==> src/rtl/sine_sweep_pkg.sv <==
// sine_sweep_pkg
//   Shared definitions for the stepped-frequency sine sweep controller:
//   FSM state encoding and default width constants.
package sine_sweep_pkg;

   localparam int unsigned DEF_ACC_WIDTH   = 24;
   localparam int unsigned DEF_PHASE_WIDTH = 8;
   localparam int unsigned DEF_STEPS_WIDTH = 8;
   localparam int unsigned DEF_DWELL_WIDTH = 16;

   typedef enum logic [1:0] {
      ST_IDLE = 2'd0,
      ST_RUN  = 2'd1,
      ST_DONE = 2'd2
   } sweep_state_t;

endpackage

==> src/rtl/sine_sweep_ctrl_phase_acc.sv <==
// phase_acc
//   Modular phase accumulator with clear and enable.  Clear has priority
//   over enable; when neither is asserted the accumulator holds.
// Ports:
//   i_clk  - clock, rising edge
//   i_rst  - synchronous active-low reset (accumulator -> 0)
//   i_clr  - load accumulator with 0 on the next edge
//   i_en   - add i_ftw to the accumulator on the next edge
//   i_ftw  - frequency tuning word
//   o_acc  - current accumulator value
module phase_acc
   import sine_sweep_pkg::*;
#(
   parameter int unsigned ACC_WIDTH = DEF_ACC_WIDTH
) (
   input  logic                 i_clk,
   input  logic                 i_rst,
   input  logic                 i_clr,
   input  logic                 i_en,
   input  logic [ACC_WIDTH-1:0] i_ftw,
   output logic [ACC_WIDTH-1:0] o_acc
);

   logic [ACC_WIDTH-1:0] acc_q;
   logic [ACC_WIDTH-1:0] acc_d;

   always_comb begin
      acc_d = acc_q;
      if (i_clr) begin
         acc_d = '0;
      end else if (i_en) begin
         acc_d = acc_q + i_ftw;   // wraps modulo 2^ACC_WIDTH
      end
   end

   always_ff @(posedge i_clk) begin
      if (!i_rst) begin
         acc_q <= '0;
      end else begin
         acc_q <= acc_d;
      end
   end

   assign o_acc = acc_q;

endmodule

==> src/rtl/sine_sweep_ctrl.sv <==
// sine_sweep_ctrl
//   Stepped-frequency sweep controller for the sine LUT.  Runs a phase
//   accumulator, steps the FTW through n_steps steps of dwell cycles each,
//   and drives the LUT phase/enable.
// Ports:
//   i_clk, i_rst       - clock (rising edge), synchronous active-low reset
//   i_start, i_abort   - start pulse (IDLE only), abort to IDLE (no done)
//   i_ftw_start        - FTW of step 0
//   i_ftw_step         - FTW increment per step (modular)
//   i_n_steps          - number of steps (0 -> immediate done)
//   i_dwell            - cycles per step (0 treated as 1)
//   o_phase            - top PHASE_WIDTH bits of the accumulator
//   o_lut_en           - high in RUN
//   o_busy             - high in RUN and DONE
//   o_step_stb         - pulse on the first RUN cycle of each step
//   o_step_idx         - current step index
//   o_done             - pulse on sweep completion
module sine_sweep_ctrl
   import sine_sweep_pkg::*;
#(
   parameter int unsigned ACC_WIDTH   = DEF_ACC_WIDTH,
   parameter int unsigned PHASE_WIDTH = DEF_PHASE_WIDTH,
   parameter int unsigned STEPS_WIDTH = DEF_STEPS_WIDTH,
   parameter int unsigned DWELL_WIDTH = DEF_DWELL_WIDTH
) (
   input  logic                   i_clk,
   input  logic                   i_rst,
   input  logic                   i_start,
   input  logic                   i_abort,
   input  logic [ACC_WIDTH-1:0]   i_ftw_start,
   input  logic [ACC_WIDTH-1:0]   i_ftw_step,
   input  logic [STEPS_WIDTH-1:0] i_n_steps,
   input  logic [DWELL_WIDTH-1:0] i_dwell,
   output logic [PHASE_WIDTH-1:0] o_phase,
   output logic                   o_lut_en,
   output logic                   o_busy,
   output logic                   o_step_stb,
   output logic [STEPS_WIDTH-1:0] o_step_idx,
   output logic                   o_done
);

   sweep_state_t           state_q,     state_d;
   logic [ACC_WIDTH-1:0]   ftw_q,       ftw_d;
   logic [ACC_WIDTH-1:0]   ftw_step_q,  ftw_step_d;
   logic [STEPS_WIDTH-1:0] n_steps_q,   n_steps_d;
   logic [DWELL_WIDTH-1:0] dwell_m1_q,  dwell_m1_d;
   logic [DWELL_WIDTH-1:0] dwell_cnt_q, dwell_cnt_d;
   logic [STEPS_WIDTH-1:0] step_q,      step_d;
   logic                   stb_q,       stb_d;

   logic                   acc_clr;
   logic                   acc_en;
   logic [ACC_WIDTH-1:0]   acc;

   logic                   step_end;
   logic                   last_step;

   assign step_end  = (dwell_cnt_q == dwell_m1_q);
   assign last_step = (step_q == (n_steps_q - STEPS_WIDTH'(1)));

   always_comb begin
      state_d     = state_q;
      ftw_d       = ftw_q;
      ftw_step_d  = ftw_step_q;
      n_steps_d   = n_steps_q;
      dwell_m1_d  = dwell_m1_q;
      dwell_cnt_d = dwell_cnt_q;
      step_d      = step_q;
      stb_d       = 1'b0;
      acc_clr     = 1'b0;
      acc_en      = 1'b0;

      case (state_q)
         ST_IDLE: begin
            // Abort outranks start, so start+abort together stays in IDLE.
            if (i_start && !i_abort) begin
               ftw_step_d = i_ftw_step;
               n_steps_d  = i_n_steps;
               // Store dwell-1 so the end-of-step test is a plain compare;
               // a dwell of 0 collapses onto 1.
               dwell_m1_d = (i_dwell == '0) ? '0 : (i_dwell - DWELL_WIDTH'(1));
               if (i_n_steps != '0) begin
                  state_d     = ST_RUN;
                  ftw_d       = i_ftw_start;
                  step_d      = '0;
                  dwell_cnt_d = '0;
                  stb_d       = 1'b1;
                  acc_clr     = 1'b1;
               end else begin
                  state_d = ST_DONE;
               end
            end
         end

         ST_RUN: begin
            if (i_abort) begin
               state_d = ST_IDLE;   // acc and ftw hold
            end else begin
               acc_en = 1'b1;
               if (step_end) begin
                  if (last_step) begin
                     state_d = ST_DONE;
                  end else begin
                     step_d      = step_q + STEPS_WIDTH'(1);
                     ftw_d       = ftw_q + ftw_step_q;
                     dwell_cnt_d = '0;
                     stb_d       = 1'b1;
                  end
               end else begin
                  dwell_cnt_d = dwell_cnt_q + DWELL_WIDTH'(1);
               end
            end
         end

         ST_DONE: begin
            state_d = ST_IDLE;
         end

         default: begin
            state_d = ST_IDLE;
         end
      endcase
   end

   always_ff @(posedge i_clk) begin
      if (!i_rst) begin
         state_q     <= ST_IDLE;
         ftw_q       <= '0;
         ftw_step_q  <= '0;
         n_steps_q   <= '0;
         dwell_m1_q  <= '0;
         dwell_cnt_q <= '0;
         step_q      <= '0;
         stb_q       <= 1'b0;
      end else begin
         state_q     <= state_d;
         ftw_q       <= ftw_d;
         ftw_step_q  <= ftw_step_d;
         n_steps_q   <= n_steps_d;
         dwell_m1_q  <= dwell_m1_d;
         dwell_cnt_q <= dwell_cnt_d;
         step_q      <= step_d;
         stb_q       <= stb_d;
      end
   end

   // The accumulator is fed the FTW that will be in force next cycle, so
   // the increment landing on the first cycle of a new step already uses
   // that step's FTW (phase advances by the new rate without a lag cycle).
   phase_acc #(
      .ACC_WIDTH (ACC_WIDTH)
   ) u_phase_acc (
      .i_clk (i_clk),
      .i_rst (i_rst),
      .i_clr (acc_clr),
      .i_en  (acc_en),
      .i_ftw (ftw_d),
      .o_acc (acc)
   );

   assign o_phase    = acc[ACC_WIDTH-1 -: PHASE_WIDTH];
   assign o_lut_en   = (state_q == ST_RUN);
   assign o_busy     = (state_q == ST_RUN) || (state_q == ST_DONE);
   assign o_done     = (state_q == ST_DONE);
   assign o_step_stb = stb_q;
   assign o_step_idx = step_q;

endmodule
==> config.mk <==
export PLATFORM = sky130hd
export DESIGN_NAME = sine_sweep_ctrl
export DESIGN_NICKNAME = d
export VERILOG_FILES = /design/src/rtl/sine_sweep_pkg.sv /design/src/rtl/sine_sweep_ctrl_phase_acc.sv /design/src/rtl/sine_sweep_ctrl.sv
export SDC_FILE = /design/constraint.sdc
export NUM_CORES = 1
export LEC_CHECK = 0
export CAP_MARGIN = 20
export CORE_MARGIN = 5
export CORE_UTILIZATION = 36
export DETAILED_ROUTE_END_ITERATION = 10
export PLACE_DENSITY_LB_ADDON = 0.05
export SLEW_MARGIN = 15
export SYNTH_ARGS = -nofsm -noshare
export SYNTH_HDL_FRONTEND = slang
export SYNTH_SLANG_ARGS = --single-unit
==> constraint.sdc <==
create_clock -name i_clk -period 5.58 [get_ports i_clk]
set_clock_uncertainty 0.05 [all_clocks]
set_input_delay 0.837 -clock i_clk [delete_from_list [all_inputs] [get_ports i_clk]]
set_output_delay 0.837 -clock i_clk [all_outputs]
set_load 0.03 [all_outputs]
; ---- Yosys cells after proc, flatten, opt, wreduce, memory -nomap -nowiden
; Index checks and enable logic that the tools add are counted.
[op_classes]
eq_ne = 12
addsub = 6
reduce_logical = 12
muxes = 34
bitwise = 1
[ops]
columns = op, count
row1 = $mux 24, 5
row2 = $mux 16, 6
row3 = $add 24x24->24, 2
row4 = $pmux 24 s2, 1
row5 = $mux 8, 5
row6 = $pmux 16 s2, 1
row7 = $add 16x1->16 const B, 1
row8 = $eq 16x16->1, 1
row9 = $logic_not 16->1, 1
row10 = $pmux 8 s2, 1
row11 = $sub 16x1->16 const B, 1
row12 = $mux 2, 5
row13 = $add 8x1->8 const B, 1
row14 = $eq 8x8->1, 1
row15 = $mux 1, 8
row16 = $ne 2x2->1 const B, 4
row17 = $reduce_bool 8->1, 1
row18 = $sub 8x1->8 const B, 1
row19 = $ne 3x2->1 const B, 2
row20 = $reduce_and 6->1, 1
row21 = $reduce_and 5->1, 1
row22 = $pmux 2 s2, 1
row23 = $ne 3x3->1 const B, 1
row24 = $reduce_and 3->1, 1
row25 = other kinds (12), 12
[word_totals]
output_inout_bits = 20
wordCells = 74
register_bits = 123

; ---- Depth between registers and ports, before layout
[logic_depth]
ltp_word = 7
depth_mapped = 21

; ---- Modules after synthesis
; A second synthesis with hierarchy kept.
[unflattened]
hier_cells = 1046
hier_area_um2 = 8555.7
[modules_own_cells]
columns = module, area_per_inst_um2, cells_each, seq_area_each_um2, n_inst
row1 = sine_sweep_ctrl, 6436.2, 782, 1981.9, 1
row2 = phase_acc, 2119.5, 264, 480.5, 1

; ---- Least setup slack after synthesis
; Ideal clock, no wire load.
[synth_path]
path_kind = register to register
from = register step_q[6], in the netlist o_step_idx[6]
to = register u_phase_acc.acc_q[22], in the netlist u_phase_acc.o_acc[22]
setup_time_ns = 0.079
arrival_time_ns = 4.796
period_less_slack_ns = 4.925
path_buffers = 1
setup_slack_ns = 0.655
stages_incl_launch_ff = 20
required_ns = 5.451
cell_sequence = dfxtp_1 xor2_1 nand4_1 a2111oi_0 o211a_4 nand2b_4 clkbuf_1 mux2i_1 o221ai_1 ha_1 fa_1 a211oi_1 o211ai_1 a31oi_1 o2bb2ai_1 o21ai_0 a31oi_1 o21ai_0 or3_1 o211ai_1
[synth_between]
elab_chain_cells = 6
[synth_rtl]
columns = item, line_no
row1 = "start, declared", sine_sweep_ctrl.sv:48  ; logic [STEPS_WIDTH-1:0] step_q, step_d;
row2 = "start signal, assigned", sine_sweep_ctrl.sv:142  ; step_q <= step_d;
row3 = $eq 8x8->1, sine_sweep_ctrl.sv:59  ; assign last_step = (step_q == (n_steps_q - STEPS_WIDTH'(1)));
row4 = $mux 24, sine_sweep_ctrl.sv:101  ; if (last_step) begin
row5 = $mux 24, sine_sweep_ctrl.sv:100  ; if (step_end) begin
row6 = $mux 24, sine_sweep_ctrl.sv:96  ; if (i_abort) begin
row7 = $pmux 24 s2, sine_sweep_ctrl.sv:73  ; case (state_q)
row8 = net ftw_d[0], sine_sweep_ctrl.sv:43  ; logic [ACC_WIDTH-1:0] ftw_q, ftw_d;
row9 = $add 24x24->24, sine_sweep_ctrl_phase_acc.sv:32  ; acc_d = acc_q + i_ftw;
row10 = "end signal, assigned", sine_sweep_ctrl_phase_acc.sv:38  ; acc_q <= '0;
row11 = "end signal, assigned", sine_sweep_ctrl_phase_acc.sv:40  ; acc_q <= acc_d;
row12 = "end, declared", sine_sweep_ctrl_phase_acc.sv:24  ; logic [ACC_WIDTH-1:0] acc_q;
; The timed path passes the listed nets, and every way through them passes these cells.
; A chain may end at the register's enable or synchronous reset.

; ---- Final worst setup path
[layout_path]
from = register n_steps_q[0]
to = register u_phase_acc.acc_q[23], in the netlist u_phase_acc.o_acc[23]
[layout_between]
elab_chain_cells = 7
[layout_rtl]
columns = item, line_no
row1 = "start, declared", sine_sweep_ctrl.sv:45  ; logic [STEPS_WIDTH-1:0] n_steps_q, n_steps_d;
row2 = "start signal, assigned", sine_sweep_ctrl.sv:139  ; n_steps_q <= n_steps_d;
row3 = $sub 8x1->8, sine_sweep_ctrl.sv:59
row4 = $eq 8x8->1, sine_sweep_ctrl.sv:59
row5 = $mux 24, sine_sweep_ctrl.sv:101
row6 = $mux 24, sine_sweep_ctrl.sv:100
row7 = $mux 24, sine_sweep_ctrl.sv:96
row8 = $pmux 24 s2, sine_sweep_ctrl.sv:73
row9 = net ftw_d[6], sine_sweep_ctrl.sv:43
row10 = $add 24x24->24, sine_sweep_ctrl_phase_acc.sv:32
; The timed path passes the listed nets, and every way through them passes these cells.

==> summary.md <==
| Metric | Value |
|---|---|
| Sequential fraction of the synthesis area | 30.3% |
| Vias per cell | 5.17 |
| Starting density of the core | 36.2% |
| Combinational family with the most area after synthesis | simple AND/OR/NAND/NOR gates |
| Die Wd | 160 µm |
| Type of the most critical hold path | reg2reg |
| Max Fclk | 194 MHz |
| Average routed wire per standard cell | 16.4 µm |
| Number of warnings printed during yosys synthesis | 0 |
| Adder-cell share of the synthesized area | 8.65% |
| Clock Pin Slew Worst Setup and Hold Paths | 0.06 ns |
| Final Non-Filler Cells | 1436 |
| Clock Latency Late Sink | 0.43 ns |
| Post-Synth Simple-Gate Area | 23.2% |
| Worst Path Arrival | 5.47 ns |
| Fraction of synthesized cell area taken by the top area cell type | 30.3% |
| Netlist area before placement | 8130 µm² |
| Count of nets after finishing | 1269 |
| Total vias in the final route | 7431 |
| DRC violation count after routing | 0 |
| Die Y | 160 µm |
| Peak VDD IR | 0.000156 V |
| Leading cell types by total area after synthesis | sky130_fd_sc_hd__dfxtp_1 30%, sky130_fd_sc_hd__nand2_1 8.9%, sky130_fd_sc_hd__ha_1 8.2% |
| Biggest fanout along the worst timing path | 17 |
| Data required time of the worst path | 5.90 ns |
| Dpl cells | 1403 |
| Number of input and output port buffers inserted | 95 |
| Number of DRC markers after the initial detailed-route iteration | 281 |
| Syn Area/Cell | 7.69 µm² |
| P_leak | 3.85 nW |
| Kind of end point of the critical path | flip-flop |
| Share of synthesized area spent on multiplexers | 2.11% |
| TNS Setup | 0 ns |
| Post-route ant nets | 0 |
| Worst max-slew margin expressed relative to the limit | 32.5% |
| Xor and xnor area share after synthesis | 9.05% |
| CTS Sinks | 123 |
| Via count of the first global-routing pass | 7024 |
| Most common library cells after synthesis | 193 x sky130_fd_sc_hd__nand2_1, 126 x sky130_fd_sc_hd__a21oi_1, 123 x sky130_fd_sc_hd__dfxtp_1 |
| CTS HTree Levels | 4 |
| Sum of overflow across all layers after global routing | 0 |
| Master cell of the clock root buffer | sky130_fd_sc_hd__clkbuf_16 |
| First-pass GRT wire length | 38000 µm |
| Async set or reset register ratio after synthesis | 0% |
| Total iterations of the first detailed-routing run | 5 |
| Most common flop cell mapped by yosys | sky130_fd_sc_hd__dfxtp_1 |
| Kind of start point of the critical path | flip-flop |
| Dpl hpwl | 17800 µm |
| Area Growth Syn to Fin | 22.5% |
| Pin count of the biggest net entering global routing | 55 |
| GPL Wtd Cong | 0.871 |
| Unrepaired setup endpoints after global routing | false |
| Cell type with the largest total area after synthesis | sky130_fd_sc_hd__dfxtp_1 |
| Number of standard-cell rows in the floorplan | 55 |
| Combined global-route utilization of all metal layers | 18.2% |
| Hold Fails Final Rpt | 0 |
| Area fraction in compound gates after synthesis | 22.6% |
| Routed WL | 23500 µm |
| Portion of the clock cycle consumed by the worst path in the final layout | 92.3% |
| FF+latch count, synth | 123 |
| Post-synthesis cell type count | 65 |
| Library cell with the highest instance count after synthesis | sky130_fd_sc_hd__nand2_1 |
| Die outline area | 25700 µm² |
| Clock period minus final worst setup slack | 5.15 ns |
| Number of buffers created by CTS | 17 |
| TritonCTS clock tree | done |
| Number of antenna violations at the first check in global routing | 0 |
| Transition time at the pin with the least slew margin | 1.01 ns |
| Total power divided by cell area | 269 nW/µm² |
| # Max-Cap Violations | 0 |
| Share of final-layout standard cells stronger than drive strength 1 | 6.26% |
| Startpoint-to-endpoint class of the critical path | reg2reg |
| Core Area | 22400 µm² |
| Max-slew violation count | 0 |
| Antenna Cells | 0 |
| Run status | finished clean |
| Setup violations, final | 0 |
| Top-level port count | 96 |
| EDFF count, synth | 0 |
| Post-synthesis net count | 1188 |
| CTS max path bufs | 2 |
| Synth Instances | 1057 |
power by group:
group	internal, W	switching (W)	leakage, nW
logic	0.000239	0.000321	2.56
clock network	0.000673	0.000483	0.289
registers	0.000920	0.0000409	0.999
layer usage:
layer / track usage, % / vias up / routed length (µm) / part of all wire [%]
met5: 0 / - / 0 / 0
met4: 4.30 / 0 / 245 / 1.0
met3: 3.87 / 17 / 1090 / 4.6
met2: 28.2 / 149 / 10400 / 44
met1: 26.0 / 3364 / 11800 / 50
li1: - / 3901 / - / -
worst paths after layout:
check	from	end	slack [ns]	cells past startpoint
setup / recovery	n_steps_q[0]	u_phase_acc.o_acc[23]	0.43	21
hold / removal	u_phase_acc.o_acc[9]	u_phase_acc.o_acc[9]	0.41	2
setup reg to reg	n_steps_q[0]	u_phase_acc.o_acc[23]	0.43	21
hold reg to reg	u_phase_acc.o_acc[9]	u_phase_acc.o_acc[9]	0.41	2
layout make-up:
cell class                      count  area, µm²
Sequential cell                   123       2460
Timing Repair Buffer              113       1090
Fill cell                        2299      12500
Multi-Input combinational cell    854       5340
Inverter                           29        109
Tap cell                          285        357
Clock inverter                     15        174
Clock buffer                       17        425
sequential cells by signal, summed over array words and instances (netlist names):
name / count
ftw_q: 24
dwell_m1_q: 16
o_step_stb: 1
n_steps_q: 8
ftw_step_q: 24
state_q: 2
o_step_idx: 8
dwell_cnt_q: 16
u_phase_acc.o_acc: 24
what timing repair did:
action	4_1_cts	5_1_grt
setup endpoints to repair	0	2
hold buffers	0	0
gates resized for setup	0	4
setup buffers	0	1
placed cells by master, fill, tap and decap left out, drive strengths merged, types with 4 or more instances in the layout:
cell type,n
nand2,193
a21oi,126
dfxtp,123
clkdlybuf4s50,95
nor2,74
xnor2,55
ha,53
o21ai,43
inv,38
xor2,29
and2,28
buf,18
a21o,17
clkbuf,17
or3,16
mux2i,16
nand4,15
a22oi,15
nand2b,14
nand3,13
a211oi,13
nor2b,13
nor3,12
nor4,9
a31oi,9
o221ai,8
o31ai,7
o21a,7
or2,6
o211ai,6
and3,5
o21bai,5
a221o,5
o211a,4
kinds of logic after synthesis:
logic type,after synthesis
AO/OA/AOI/OAI,291
XOR/XNOR,84
adder cells (fa/ha/maj),55
buffers and inverters,80
flip-flops,123
multiplexers,17
AND/OR/NAND/NOR,407
stage by stage:
step | util [%] | area [µm²] | worst slack [ns] | hold slack (ns) | total power, W
detailed placement | 41.6 | 9340 | 0.138 | 0.401 | 0.00154
finish | 44.4 | 9960 | 0.430 | 0.409 | 0.00268
CTS | 44.3 | 9940 | 0.212 | 0.412 | 0.00271
global route | 44.4 | 9960 | 0.0178 | 0.431 | 0.00281
floorplan | - | 8130 | 0.655 | 0.386 | 0.00134
global placement | 41.6 | 9340 | 0.208 | 0.397 | 0.00154
worst max-delay path, stage by stage (launching register included):
cell and delay (ns):
sky130_fd_sc_hd__dfxtp_1 0.44, sky130_fd_sc_hd__inv_1 0.07, sky130_fd_sc_hd__ha_1 0.25, sky130_fd_sc_hd__nor2b_1 0.14, sky130_fd_sc_hd__or3_1 0.34, sky130_fd_sc_hd__a31oi_1 0.22, sky130_fd_sc_hd__o211a_4 0.24, sky130_fd_sc_hd__nand2b_4 0.26
sky130_fd_sc_hd__inv_1 0.15, sky130_fd_sc_hd__nand3_1 0.09, sky130_fd_sc_hd__a21oi_1 0.08, sky130_fd_sc_hd__or3_1 0.38, sky130_fd_sc_hd__ha_1 0.36, sky130_fd_sc_hd__a211oi_1 0.23, sky130_fd_sc_hd__o21bai_1 0.16, sky130_fd_sc_hd__o311ai_1 0.41
sky130_fd_sc_hd__nand3_1 0.17, sky130_fd_sc_hd__a41oi_1 0.27, sky130_fd_sc_hd__a211oi_1 0.12, sky130_fd_sc_hd__or2_2 0.28, sky130_fd_sc_hd__mux2i_1 0.17, sky130_fd_sc_hd__mux2i_1 0.19
No activity file was read; power rests on OpenSTA's default activity.
